`config.mk`:
```
export PLATFORM = sky130hd
export DESIGN_NAME = addr_mux_bus
export DESIGN_NICKNAME = d
export VERILOG_FILES = /design/src/rtl/bus_pkg.sv /design/src/rtl/bus_wait_counter.sv /design/src/rtl/addr_mux_bus.sv
export SDC_FILE = /design/constraint.sdc
export NUM_CORES = 1
export LEC_CHECK = 0
export CORE_MARGIN = 1
export CORE_UTILIZATION = 38
export CTS_BUF_LIST = sky130_fd_sc_hd__clkbuf_8
export CTS_CLUSTER_DIAMETER = 50
export DETAILED_ROUTE_END_ITERATION = 12
export GPL_TIMING_DRIVEN = 0
export PLACE_DENSITY = 0.67
export SLEW_MARGIN = 20
export SYNTH_ARGS = -nofsm -noshare
export SYNTH_HDL_FRONTEND = slang
export SYNTH_SLANG_ARGS = --single-unit
```
`constraint.sdc`:
```
create_clock -name clk -period 5 [get_ports clk]
set_input_delay 1 -clock clk [delete_from_list [all_inputs] [get_ports clk]]
set_output_delay 1 -clock clk [all_outputs]
set_load 0.03 [all_outputs]
```
`src/rtl/bus_pkg.sv`:
```
// Shared types and sizing helpers for the multiplexed address bus.
package bus_pkg;

   typedef enum logic [2:0] {
      S_IDLE,
      S_ADDR,
      S_WAIT,
      S_DATA,
      S_DONE
   } state_t;

   function automatic int slice_cnt(input int addr_w, input int pin_w);
      return addr_w / pin_w;
   endfunction

   // A single-slice bus still exposes a one-bit phase index.
   function automatic int phase_w(input int addr_w, input int pin_w);
      int n;
      n = addr_w / pin_w;
      return (n <= 2) ? 1 : $clog2(n);
   endfunction

endpackage

```
`src/rtl/bus_wait_counter.sv`:
```
// Counts ext_rdy-high cycles in the wait phase; low cycles stretch it.
module bus_wait_counter #(
   parameter int WAIT_STATES = 0
) (
   input  logic clk,
   input  logic rst_n,
   input  logic i_en,
   input  logic i_rdy,
   output logic o_done
);

   localparam int CW = (WAIT_STATES < 2) ? 1 : $clog2(WAIT_STATES);
   localparam logic [CW-1:0] LAST = CW'((WAIT_STATES == 0) ? 0 : WAIT_STATES - 1);

   logic [CW-1:0] r_cnt;

   assign o_done = i_en && i_rdy && (r_cnt == LAST);

   always_ff @(posedge clk or negedge rst_n) begin
      if (!rst_n) begin
         r_cnt <= '0;
      end else if (o_done) begin
         r_cnt <= '0;
      end else if (i_en && i_rdy) begin
         r_cnt <= r_cnt + 1'b1;
      end
   end

endmodule

```
`src/rtl/addr_mux_bus.sv`:
```
// Core-to-pin bridge: address sent as PIN_W slices, then wait and data phases.
module addr_mux_bus
   import bus_pkg::*;
#(
   parameter int  ADDR_W      = 16,
   parameter int  PIN_W       = 8,
   parameter int  DATA_W      = 8,
   parameter int  WAIT_STATES = 0,
   localparam int PH_W        = phase_w(ADDR_W, PIN_W)
) (
   input  logic              clk,
   input  logic              rst_n,
   input  logic              req_valid,
   input  logic              req_we,
   input  logic [ADDR_W-1:0] req_addr,
   input  logic [DATA_W-1:0] req_wdata,
   output logic              req_ready,
   input  logic              ext_rdy,
   input  logic [DATA_W-1:0] data_in,
   output logic [PIN_W-1:0]  addr_pins,
   output logic [PH_W-1:0]   addr_phase,
   output logic              addr_valid,
   output logic [DATA_W-1:0] data_out,
   output logic [DATA_W-1:0] data_oe,
   output logic              rw,
   output logic              rsp_valid,
   output logic [DATA_W-1:0] rsp_rdata
);

   localparam int N = slice_cnt(ADDR_W, PIN_W);
   localparam logic [PH_W-1:0] LAST_PH = PH_W'(N - 1);

   if (ADDR_W % PIN_W != 0) begin : g_bad_width
      $error("ADDR_W must be an integer multiple of PIN_W");
   end

   state_t            r_state, w_nxt;
   logic              r_we;
   logic [ADDR_W-1:0] r_addr;
   logic [DATA_W-1:0] r_wdata;
   logic              r_req_ready, r_addr_valid, r_rw, r_rsp_valid;
   logic [PIN_W-1:0]  r_addr_pins;
   logic [PH_W-1:0]   r_addr_phase, w_phase;
   logic [DATA_W-1:0] r_data_out, r_data_oe, r_rsp_rdata;
   logic              w_acc, w_we, w_wait_done, w_wr_data;
   logic [ADDR_W-1:0] w_addr;
   logic [DATA_W-1:0] w_wdata;

   // Outputs are registered from next state, so on acceptance use live inputs.
   assign w_acc     = req_valid && r_req_ready;
   assign w_we      = w_acc ? req_we    : r_we;
   assign w_addr    = w_acc ? req_addr  : r_addr;
   assign w_wdata   = w_acc ? req_wdata : r_wdata;
   assign w_wr_data = (w_nxt == S_DATA) && w_we;

   bus_wait_counter #(
      .WAIT_STATES(WAIT_STATES)
   ) u_wait (
      .clk   (clk),
      .rst_n (rst_n),
      .i_en  (r_state == S_WAIT),
      .i_rdy (ext_rdy),
      .o_done(w_wait_done)
   );

   always_comb begin
      w_nxt   = r_state;
      w_phase = r_addr_phase;
      unique case (r_state)
         S_IDLE: begin
            if (w_acc) begin
               w_nxt   = S_ADDR;
               w_phase = '0;
            end
         end
         S_ADDR: begin
            if (r_addr_phase == LAST_PH) begin
               w_phase = '0;
               w_nxt   = (WAIT_STATES == 0) ? S_DATA : S_WAIT;
            end else begin
               w_phase = r_addr_phase + 1'b1;
            end
         end
         S_WAIT: if (w_wait_done) w_nxt = S_DATA;
         S_DATA: if (ext_rdy) w_nxt = S_DONE;
         S_DONE: w_nxt = S_IDLE;
         default: begin
            w_nxt   = S_IDLE;
            w_phase = '0;
         end
      endcase
   end

   always_ff @(posedge clk or negedge rst_n) begin
      if (!rst_n) begin
         r_state      <= S_IDLE;
         r_we         <= 1'b0;
         r_addr       <= '0;
         r_wdata      <= '0;
         r_req_ready  <= 1'b0;
         r_addr_valid <= 1'b0;
         r_addr_phase <= '0;
         r_addr_pins  <= '0;
         r_rw         <= 1'b1;
         r_data_oe    <= '0;
         r_data_out   <= '0;
         r_rsp_valid  <= 1'b0;
         r_rsp_rdata  <= '0;
      end else begin
         r_state <= w_nxt;
         if (w_acc) begin
            r_we    <= req_we;
            r_addr  <= req_addr;
            r_wdata <= req_wdata;
         end
         r_req_ready  <= (w_nxt == S_IDLE);
         r_addr_valid <= (w_nxt == S_ADDR);
         r_addr_phase <= w_phase;
         r_addr_pins  <= (w_nxt == S_ADDR) ?
                         PIN_W'(w_addr >> (PIN_W * int'(w_phase))) : '0;
         r_rw         <= (w_nxt inside {S_ADDR, S_WAIT, S_DATA}) ? ~w_we : 1'b1;
         r_data_oe    <= w_wr_data ? '1 : '0;
         r_data_out   <= w_wr_data ? w_wdata : '0;
         r_rsp_valid  <= (w_nxt == S_DONE);
         if (r_state == S_DATA && ext_rdy && !r_we) begin
            r_rsp_rdata <= data_in;
         end
      end
   end

   assign req_ready  = r_req_ready;
   assign addr_pins  = r_addr_pins;
   assign addr_phase = r_addr_phase;
   assign addr_valid = r_addr_valid;
   assign data_out   = r_data_out;
   assign data_oe    = r_data_oe;
   assign rw         = r_rw;
   assign rsp_valid  = r_rsp_valid;
   assign rsp_rdata  = r_rsp_rdata;

endmodule

```
Word-level counts from Yosys, hierarchy flattened:

Index checks and enable logic that the tools add are counted.

* $add $sub $neg: 2
* equal/unequal tests: 8
* shifts and indexed selects: 1
* mux-type cells: 17
* bitwise operators: 2
* reduce and logical (&&, ||, !) cells: 12

Operators by type and width (number)
* 2-to-1 mux 8 bit: 4
* 2-to-1 mux 16 bit: 1
* >> shifter 16 x 4 -> 8 bit: 1
* equality test 3 x 2 -> 1 bit (second input constant): 4
* 2-to-1 mux 3 bit: 4
* case mux 3 bit (4 select lines): 1
* equality test 3 x 1 -> 1 bit (second input constant): 2
* equality test 3 bit (second input constant): 2
* logical AND 1 bit: 6
* zero test 3 bit: 2
* 2-to-1 mux 1 bit: 6
* case mux 1 bit (3 select lines): 1
* nonzero test 3 bit: 1
* OR reduction 3 bit: 1
* adder 1 bit (second input constant): 2
* inverter 1 bit: 2
* nonzero test 2 bit: 1
* zero test 1 bit: 1

* register bits: 66
* input bits: 37
* output and inout bits: 37

Logic depth before layout (Yosys ltp):

* depth in word-level cells: 8
* mapped depth: 7
* depth with buffers taken out: 4

Modules after synthesis:

A second synthesis with hierarchy kept.

* cells, all modules: 171
* area, all modules: 2437.3 um^2

By module, submodules not included
* addr_mux_bus: times used 1, cells each 168, area each 2396.0 um^2, seq. area each 1452.6 um^2
* bus_wait_counter: times used 1, cells each 3, area each 41.3 um^2, seq. area each 25.0 um^2

Worst setup path before layout:

No wires, ideal clock.

* path type: input port to flip-flop
* from: in req_valid
* to: reg r_addr_pins[0] (netlist: addr_pins[0])
* library setup time: 0.140 ns
* arrival time: 1.944 ns
* slack: 2.916 ns
* stages: 5
* buffers on the path: 1
* cells stage by stage: a21oi_1 > o311ai_2 > and2_4 > buf_6 > a211oi_2

* word-level cells in the longest chain between the ends: 5

RTL lines
* start, declared: RTL line addr_mux_bus.sv:13 `input logic req_valid,`
* logical AND 1 bit *: RTL line addr_mux_bus.sv:50 `assign w_acc = req_valid && r_req_ready;`
* 2-to-1 mux 1 bit / 2-to-1 mux 3 bit (equally long branches): RTL line addr_mux_bus.sv:71 `if (w_acc) begin`
* case mux 1 bit (3 select lines) / case mux 3 bit (4 select lines) (equally long branches): RTL line addr_mux_bus.sv:69 `unique case (r_state)`
* >> shifter 16 x 4 -> 8 bit / equality test 3 x 1 -> 1 bit (equally long branches): RTL line addr_mux_bus.sv:120, addr_mux_bus.sv:119
* 2-to-1 mux 8 bit *: RTL line addr_mux_bus.sv:119 `r_addr_pins <= (w_nxt == S_ADDR) ?`
* end signal, assigned: RTL line addr_mux_bus.sv:119
* end, declared: RTL line addr_mux_bus.sv:42 `logic [PIN_W-1:0] r_addr_pins;`

Mark *: on every way between the ends. The rest lies on a longest branch, timed or not.
A chain may end at the register's enable or synchronous reset.

Worst setup path in the final report:

* from: in req_valid
* to: reg r_addr_pins[7] (netlist: addr_pins[7])

Same word-level chain as after synthesis.

==> impl_metrics.toml <==
[critical_path]
r2r_setup_slack_ns = 3.11
cp-start-kind = "primary input"
path_class = "primary input to flip-flop"
crit_path_max_fanout = 9
endpoint_kind = "flip-flop"
critPathRequiredTime_ns = 5.19
reg2reg_depth = 6
endpoint = "addr_pins[7]$_DFF_PN0_"
setup.worst_path.start = "req_valid"
reg2reg_from = "r_state[0]$_DFF_PN0_"
arrival_ns = 2.82
timing.rr.end = "addr_pins[7]$_DFF_PN0_"

[floorplan]
coreArea_um2 = 5991
initial_core_util_pct = 39.72
die_area_um2 = 6583
die_x_um = 81.14
io_pins = 74
die_h_um = 81.14
rows = 28

[placement]
portBuffers = 73
dpl.cell_count = 317
preCtsSetupSlack_ns = 2.016
dp_hpwl_um = 3230
gp_congestion = 0.6914
place_area_um2 = 3229

[grt]
first_global_vias = 1512
overflow = 0
antenna_found_initial = 0
grt_max_degree = 58
grt_pass1_wl_um = 7458
grt_util_all_layers_pct = 16.11

[route]
drt_wl_total_um = 4622
num_vias = 1575
antenna_left = 0
wl_per_cell_um = 13.88
firstDrtPassIters = 4
drcViolationCount = 0
via_per_inst = 4.730
first_iter_violations = 84

[timing]
drv_slew = 0
hold-worst-slack_ns = 0.4541
slew_headroom_pct = 51.05
report.final.setup_viol = 0
max_freq_mhz = 380.1
hold_viol = 0
worst_pin_slew_ns = 0.7330
fin_crit_sh_pct = 52.62
setup_tns_ns = 0
skew_ns = 0.008409
layout_setup_ws_ns = 2.369
rsz0062_at_grt = "false"
layout_min_cycle_time_ns = 2.631

[clocking]
htreeDepth = 3
post_cts_buffers = 0
clk_latency_ns = 0.33
clk_pin_slew_worst_paths_ns = 0.07
cts_resized = 0
cts.sinks = 59
cts_buffers = 9
clockBufferDepth = 2
cts_tree = "yes"
postCtsHoldBufs = 0
cts-root-buf = "clkbuf_8"

[synth]
syn_area_um2 = 2380
synth_top_area_cell = "dfrtp_1"
synth_nets = 205
yosysSeqAreaShare_pct = 62.09
synth_top_area_share_pct = 60.99
yosys_warnings = 0
synth_flop_cell = "dfrtp_1"
syn_inst = 168
syn_avg_cell_area_um2 = 14.17
synth.distinct_cells = 29
synthTopCellsByArea = "dfrtp_1 (61%), mux2_2 (9.9%), a211oi_2 (4.2%), mux2i_1 (3.4%), nor2b_1 (2.6%)"
ys_ff_latch = 59
async_reset_ff_share_pct = 100.0
synth_enable_flop_cells = 0

[power]
vdd_drop_max_mv = 0.3394
p_leak_nw = 1.567
p_per_area_nw_per_um2 = 654.7

[cells_and_area]
fin_cells = 333
n_antenna_cell = 0
nets = 290
design_area_um2 = 3456
drive_gt1_share_pct = 27.13
areaGrowthSynthToFinish_pct = 45.22

[hold_path]
hp-class = "primary input to asynchronous set/reset pin"

[run_status]
status = "finished, final reports clean"

[run]
cap_violations = 0
-- critical path, stage by stage --
cell and delay, ns:
clkdlybuf4s50_1 0.57, a21oi_1 0.11, o311ai_2 0.62, and2_4 0.27, buf_6 0.16, a211oi_2 0.08
-- cell type report --
type,count,area (um^2)
repair buffers,74,755.7
flip-flops and latches,59,1478
plain buffers,15,111.4
clock inverters,5,75.07
multi-input cells,83,749.5
well taps,75,93.84
fillers,511,2535
clock buffers,11,151.4
inverters,11,41.29
-- registers in the layout, indices dropped and copies added, names as in the netlist, 3 cells and up --
| register | cells |
|---|---|
| r_addr | 16 |
| addr_pins | 8 |
| data_out | 8 |
| r_wdata | 8 |
| rsp_rdata | 8 |
| r_state | 3 |
-- cells in the mapped netlist (3+ instances only) --
| cell | count |
|---|---|
| dfrtp_1 | 58 |
| mux2_2 | 21 |
| a21oi_1 | 11 |
| nor2b_1 | 10 |
| inv_1 | 9 |
| a211oi_2 | 8 |
| mux2i_1 | 8 |
| buf_4 | 7 |
| buf_2 | 5 |
| buf_6 | 3 |
| mux2_1 | 3 |
| nand2_1 | 3 |
-- how the worst min path moves through the flow --
stage	slack, ns	cells past startpoint	endpoint	start
6_report	0.45	1	rsp_rdata[5]$_DFFE_PN0P_	rst_n
5_1_grt	0.44	1	rsp_rdata[3]$_DFFE_PN0P_	rst_n
4_1_cts	0.44	1	rsp_rdata[5]$_DFFE_PN0P_	rst_n
3_5_place_dp	0.48	1	u_wait.r_cnt$_DFFE_PN0P_	u_wait.r_cnt$_DFFE_PN0P_
3_3_place_gp	0.47	1	rsp_rdata[2]$_DFFE_PN0P_	rsp_rdata[2]$_DFFE_PN0P_
2_1_floorplan	0.45	1	u_wait.r_cnt$_DFFE_PN0P_	u_wait.r_cnt$_DFFE_PN0P_
-- power by group --
group,internal [mW],switching (mW)
Clock,0.305,0.181
Combinational,0.467,0.554
Sequential,0.684,0.0717
-- metrics by stage --
stage                     power, mW  util (%)
after global placement        1.774     53.49
after detailed placement      1.798     53.91
after CTS                     2.292     57.69
after floorplan               1.435         -
after global routing          2.403     57.69
final                         2.263     57.69
-- kinds of logic (layout without fill, tap and decap cells) --
family | count (synthesis) | count (layout) | synth area share, %
muxes | 32 | 32 | 14.72
AOI/OAI and AO/OA | 26 | 26 | 9.359
DFF | 59 | 59 | 62.09
and+or+nand+nor | 25 | 25 | 7.413
buffers and inverters | 26 | 116 | 6.414
-- routing by layer --
layer,GRT usage (%),vias up,part of all wire (%)
met3,4.719,7,5.2
met4,10.71,0,2.1
met1,20.06,778,44
li1,-,746,-
met2,24.20,44,48
met5,0,-,0
-- layout by cell type (no fill, tap or decap) --
master / n
a311oi_2: 1
clkdlybuf4s50_1: 72
and2_1: 2
dfstp_2: 1
and2_4: 1
nor2b_1: 10
mux2_2: 21
and4b_1: 2
inv_1: 9
inv_2: 2
mux2i_1: 8
buf_4: 8
a21oi_1: 11
buf_6: 3
nand4b_1: 1
a21bo_2: 1
nand4bb_1: 2
nand3_1: 1
o21ai_0: 2
nand2_1: 3
dfrtp_1: 58
clkinv_2: 3
nor3_1: 1
mux2_1: 3
or3_1: 1
buf_2: 5
clkbuf_8: 11
nand2b_4: 1
a211oi_1: 1
a211oi_2: 8
o311ai_2: 1
bufinv_16: 2
o221ai_1: 1
buf_16: 1
No activity file was read; power rests on OpenSTA's default activity.
